--- src/rtl/tug_game_ctrl.sv ---
// Tug-of-war game controller: button conditioning, countdown and rope-position FSM.
// Define TUG_DEBOUNCE_EN to add a per-button debounce stage after the synchronizer.
module tug_btn_cond
`ifdef TUG_DEBOUNCE_EN
  #(parameter int DB_CYC = 4)
`endif
(
  input  logic clk,
  input  logic rst,
  input  logic btn_i,
  input  logic settled_i,
  output logic press_o
);
  logic [1:0] sync_q;
  logic       lvl;
  logic       prev_q;
  logic       arm_q;

  always_ff @(posedge clk or posedge rst) begin
    if (rst) sync_q <= '0;
    else     sync_q <= {sync_q[0], btn_i};
  end

`ifdef TUG_DEBOUNCE_EN
  localparam int DW = (DB_CYC > 1) ? $clog2(DB_CYC + 1) : 1;
  logic [DW-1:0] cnt_q;
  logic          db_q;

  always_ff @(posedge clk or posedge rst) begin
    if (rst) begin
      cnt_q <= '0;
      db_q  <= 1'b0;
    end else if (sync_q[1] == db_q) begin
      cnt_q <= '0;
    end else if (cnt_q == DW'(DB_CYC - 1)) begin
      db_q  <= sync_q[1];
      cnt_q <= '0;
    end else begin
      cnt_q <= cnt_q + 1'b1;
    end
  end
  assign lvl = db_q;
`else
  assign lvl = sync_q[1];
`endif

  // Arm only after a genuine low level is seen once the pipeline holds real samples,
  // so a button held through reset release never counts as a press.
  always_ff @(posedge clk or posedge rst) begin
    if (rst) begin
      prev_q <= 1'b0;
      arm_q  <= 1'b0;
    end else begin
      prev_q <= lvl;
      arm_q  <= arm_q | (settled_i & ~lvl);
    end
  end

  assign press_o = lvl & ~prev_q & arm_q;
endmodule

module tug_game_ctrl #(
  parameter int TICK_CYCLES     = 48000000,
  parameter int DEBOUNCE_CYCLES = 240000
) (
  input  logic       clk,
  input  logic       reset,
  input  logic       start,
  input  logic       p1_btn,
  input  logic       p2_btn,
  output logic [5:0] screen
);
  localparam int NUM_LANES = 3;
  localparam int TW        = (TICK_CYCLES > 1) ? $clog2(TICK_CYCLES) : 1;
`ifdef TUG_DEBOUNCE_EN
  localparam int DB_CYC = DEBOUNCE_CYCLES;
`else
  localparam int DB_CYC = 0 * DEBOUNCE_CYCLES;
`endif
  localparam int SETTLE = 2 + DB_CYC;
  localparam int SW     = $clog2(SETTLE + 1);

  localparam logic [2:0] S_IDLE  = 3'd0;
  localparam logic [2:0] S_CNT3  = 3'd1;
  localparam logic [2:0] S_CNT2  = 3'd2;
  localparam logic [2:0] S_CNT1  = 3'd3;
  localparam logic [2:0] S_GO    = 3'd4;
  localparam logic [2:0] S_PLAY  = 3'd5;
  localparam logic [2:0] S_P1WIN = 3'd6;
  localparam logic [2:0] S_P2WIN = 3'd7;

  logic [NUM_LANES-1:0] raw;
  logic [NUM_LANES-1:0] press;
  logic [SW-1:0]        settle_q;
  logic                 settled;

  assign raw     = {p2_btn, p1_btn, start};
  assign settled = (settle_q == SW'(SETTLE));

  // Counts edges since reset until the conditioning pipeline carries real input samples.
  always_ff @(posedge clk or posedge reset) begin
    if (reset)         settle_q <= '0;
    else if (!settled) settle_q <= settle_q + 1'b1;
  end

  for (genvar g = 0; g < NUM_LANES; g++) begin : g_btn
`ifdef TUG_DEBOUNCE_EN
    tug_btn_cond #(.DB_CYC(DB_CYC)) u_btn (
`else
    tug_btn_cond u_btn (
`endif
      .clk      (clk),
      .rst      (reset),
      .btn_i    (raw[g]),
      .settled_i(settled),
      .press_o  (press[g])
    );
  end

  logic          start_p, p1_p, p2_p;
  logic [2:0]    state_q, state_d;
  logic [4:0]    pos_q, pos_d;
  logic [TW-1:0] tick_q, tick_d;
  logic [5:0]    screen_q, screen_d;
  logic          tick_last;

  assign start_p   = press[0];
  assign p1_p      = press[1];
  assign p2_p      = press[2];
  assign tick_last = (tick_q == TW'(TICK_CYCLES - 1));

  always_comb begin
    state_d = state_q;
    pos_d   = pos_q;
    tick_d  = '0;
    case (state_q)
      S_IDLE, S_P1WIN, S_P2WIN: begin
        if (start_p) begin
          state_d = S_CNT3;
          pos_d   = 5'd23;
        end
      end
      S_CNT3: if (tick_last) state_d = S_CNT2; else tick_d = tick_q + 1'b1;
      S_CNT2: if (tick_last) state_d = S_CNT1; else tick_d = tick_q + 1'b1;
      S_CNT1: if (tick_last) state_d = S_GO;   else tick_d = tick_q + 1'b1;
      S_GO:   if (tick_last) state_d = S_PLAY; else tick_d = tick_q + 1'b1;
      S_PLAY: begin
        if (p1_p && !p2_p) begin
          pos_d = pos_q - 5'd1;
          if (pos_d == 5'd16) state_d = S_P1WIN;
        end else if (p2_p && !p1_p) begin
          pos_d = pos_q + 5'd1;
          if (pos_d == 5'd30) state_d = S_P2WIN;
        end
      end
      default: state_d = S_IDLE;
    endcase
  end

  // Screen is decoded from next-state so it changes on the same edge as the state.
  always_comb begin
    screen_d = 6'd0;
    case (state_d)
      S_CNT3:  screen_d = 6'd34;
      S_CNT2:  screen_d = 6'd33;
      S_CNT1:  screen_d = 6'd32;
      S_GO:    screen_d = 6'd31;
      S_PLAY:  screen_d = {1'b0, pos_d};
      S_P1WIN: screen_d = 6'd16;
      S_P2WIN: screen_d = 6'd30;
      default: screen_d = 6'd0;
    endcase
  end

  always_ff @(posedge clk or posedge reset) begin
    if (reset) begin
      state_q  <= S_IDLE;
      pos_q    <= 5'd23;
      tick_q   <= '0;
      screen_q <= 6'd0;
    end else begin
      state_q  <= state_d;
      pos_q    <= pos_d;
      tick_q   <= tick_d;
      screen_q <= screen_d;
    end
  end

  assign screen = screen_q;
endmodule

--- config.mk ---
export PLATFORM = sky130hd
export DESIGN_NAME = tug_game_ctrl
export DESIGN_NICKNAME = d
export VERILOG_FILES = /design/src/rtl/tug_game_ctrl.sv
export SDC_FILE = /design/constraint.sdc
export NUM_CORES = 1
export LEC_CHECK = 0
export CAP_MARGIN = 10
export CORE_UTILIZATION = 52
export CTS_CLUSTER_DIAMETER = 40
export DETAILED_ROUTE_END_ITERATION = 8
export PLACE_DENSITY = 0.74
export RECOVER_POWER = 100
export SYNTH_ARGS = -nofsm -noshare
export SYNTH_HDL_FRONTEND = slang
export SYNTH_HIERARCHICAL = 1
export SYNTH_SLANG_ARGS = --single-unit
--- constraint.sdc ---
create_clock -name clk -period 2.83 [get_ports clk]
set_input_delay 0.4245 -clock clk [delete_from_list [all_inputs] [get_ports clk]]
set_output_delay 0.4245 -clock clk [all_outputs]
set_load 0.05 [all_outputs]
==> impl_metrics.csv <==
group,metric,value,unit
status,status,"completed",
synth,synth_common_cells,"dfrtp_1 (50), nor2_1 (35), nand2_1 (26)",
synth,synth_top_family_by_area,"simple AND/OR/NAND/NOR gates",
setup_path,r2r_setup_slack,0.31,ns
clock_network,path_clk_slew,0.09,ns
detailed_routing,ant_nets,0,
synth,synth_edf_count,0,
layout,final_cell_area,0.00310,mm2
floorplanning,core-area,0.00517,mm2
sta,setup_tns,0,ns
grt,grt_usage,20.5,%
floorplanning,die_w,75.9,um
clock_network,cts.sinks,54,
synth,synth.net_count,314,
layout,multiInputGateArea,0.00134,mm2
setup_path,critical_path_required,3.02,ns
grt,grt.overflow.total,0,
detailed_routing,drt-pass1-iter-count,5,
synth,yosysMostFrequentCell,"dfrtp_1",
setup_path,cp-end-kind,"flop",
sta,finalMaxSlewViolations,0,
floorplanning,die_h,75.9,um
sta,tightest_slew,0.626,ns
synth,syn_avg_cell_area,9.35,um2
clock_network,hold_buffers,0,
layout,drive_gt1_share,7.67,%
synth,synthDistinctLibCells,50,
layout,final_cells,383,
layout,diodes,0,
grt,grt_pass1_vias,2064,
setup_path,critPathMaxStageDelay,0.50,ns
clock_network,cts_tree,"done",
setup_path,cpMostUsedCell,"nand3_1",
place,placed_cell_area,0.00301,mm2
place,gp_congestion,0.924,
grt,antenna_found_initial,0,
worst_hold_path,worstHoldPathType,"flop to flop",
grt,grt_first_pass_wirelength,9550,um
sta,slew_headroom,57.9,%
pwr,pwr_density_cell,510,mW/mm2
setup_path,path_buf_inv,0,
clock_network,post_cts_resize_count,0,
synth,synthCells,304,
setup_path,worst_setup_path_start_kind,"flop",
pwr,p_leak,0.00132,uW
layout,ff_latch_area,0.00136,mm2
clock_network,root_buffer,"clkbuf_8",
synth,synth_top_area_share,44.0,%
synth,synthXorXnorAreaFrac,7.70,%
place,hpwl,3860,um
clock_network,h-tree-depth,2,
synth,synth_area,0.00284,mm2
sta,period_needed,2.52,ns
layout,num-nets-final,322,
place,dp.cells,375,
sta,hold_viol,0,
sta,holdWs,0.356,ns
setup_path,slowest_stage,"or3_1",
synth,yosys_warnings,6,
synth,synth_flop_cell,"dfrtp_1",
pwr,irDropWorstVdd,0.325,mV
detailed_routing,wl_per_cell,14.0,um
detailed_routing,via_per_inst,5.70,
detailed_routing,route.vias.total,2182,
synth,synth_top_cell_by_area,"dfrtp_1",
clock_network,clk_path_buf_depth,2,
synth,ys_ff_latch,54,
sta,fin_skew,0.00391,ns
synth,yosys-top-cells-area,"dfrtp_1 (44%), nor2_1 (4.6%), xnor2_1 (4.0%)",
floorplanning,io_pins,11,
setup_path,crit_type,"flop to flop",
synth,ys_seq_area_share,47.7,%
synth,synth-simple-area-share,24.9,%
setup_path,path_cells,"ha_1, nand3_1, or2_0, or3_1, o221ai_2, nand3_1, o31a_1",
sta,rsz0062_at_grt,"false",
setup_path,arrival,2.72,ns
setup_path,crit_family,"simple AND/OR/NAND/NOR gates",
sta,fin_crit_sh,89.1,%
detailed_routing,drtIter0Drc,260,
clock_network,numCtsBuffers,5,
layout,fillers,434,
sta,finalSetupViolCount,0,
detailed_routing,routed_wl,5360,um
clock_network,cts_setup_buffers,0,
floorplanning,die-area,0.00577,mm2
clock_network,clk_latency,0.30,ns
detailed_routing,post-route-drc-count,0,
run,max_cap_violations,0,
synth,postSynth.asyncResetShare,100,%
synth,synth-compound-area-share,12.1,%
synth,synth_fa_ha_area_share,2.20,%
floorplanning,start_util,55.0,%
floorplanning,num_rows,26,
grt,grt_max_degree,29,
sta,max_freq,0.396,GHz
place,io_buffer_count,10,
synth,synthMuxAreaShare,0.352,%
setup_path,path_max_fanout,7,
layout,syn_to_final_growth,8.93,%
## cell families (layout without fill, tap and decap cells)
kind of cell               Yosys count  in the layout
and+or+nand+nor                    133            133
DFF                                 54             54
AOI/OAI and AO/OA                   52             52
buffers and inverters               34             43
xor gates and xnor gates            25             25
adders and majority gates            5              5
muxes                                1              1
## sequential cells by signal, indices dropped and copies added, names as in the netlist
signal / count
g_btn.u_btn/arm_q: 3
g_btn.u_btn/prev_q: 3
g_btn.u_btn/sync_q: 6
pos_q: 5
screen: 6
settle_q: 2
state_q: 3
tick_q: 26
## final cells by class
cell class	count	area share [%]
sequential	54	43.8
tap	70	2.83
multi-input combinational	216	43.3
clock buffer	6	2.34
timing repair buffer	15	4.85
clock inverter	2	0.485
inverter	20	2.42
## per-layer routing
layer / track usage (%) / part of all wire [%]
met5: 0 / 0
met4: 6.54 / 0.91
met3: 3.25 / 4.2
met2: 31.6 / 46
met1: 29.6 / 49
## stage by stage
stage / util, % / setup slack [ns] / power (uW)
floorplan: - / 0.629 / 1100
global placement: 58.3 / 0.574 / 1170
detailed placement: 58.3 / 0.471 / 1180
CTS: 60.0 / 0.445 / 1610
global route: 59.9 / 0.171 / 1680
finish: 59.9 / 0.307 / 1580
## path summary, 6_finish.rpt
| path | startpoint | endpoint | depth (start not counted) |
|---|---|---|---|
| max | tick_q[0]$_DFF_PP0_ | screen[5]$_DFF_PP0_ | 7 |
| min | g_btn[0].u_btn/sync_q[0]$_DFF_PP0_ | g_btn[0].u_btn/sync_q[1]$_DFF_PP0_ | 0 |
| max reg2reg | tick_q[0]$_DFF_PP0_ | screen[5]$_DFF_PP0_ | 7 |
| min reg2reg | g_btn[0].u_btn/sync_q[0]$_DFF_PP0_ | g_btn[0].u_btn/sync_q[1]$_DFF_PP0_ | 0 |
| max in group asynchronous | reset | tick_q[11]$_DFF_PP0_ | 3 |
| min in group asynchronous | reset | g_btn[2].u_btn/prev_q$_DFF_PP0_ | 2 |
## power breakdown
group / total (uW) / switching (uW) / leakage [uW] / internal, uW
clock: 420 / 245 / 0.0000374 / 175
sequential: 898 / 65.3 / 0.000680 / 832
combinational: 262 / 162 / 0.000606 / 100
total: 1580 / 472 / 0.00132 / 1110
## layout by cell type (no fill, tap or decap), drive strengths merged, types with 6 or more instances in the layout
cell,count
nor3,9
nand2b,6
or3,9
nor2,35
xnor2,13
inv,20
dlygate4sd3,10
clkbuf,6
a31oi,8
xor2,12
a21oi,11
dfrtp,50
nand4,8
nand3,13
nand2,26
o21ai,10
Note: power is estimated with default switching activity, not from simulation.
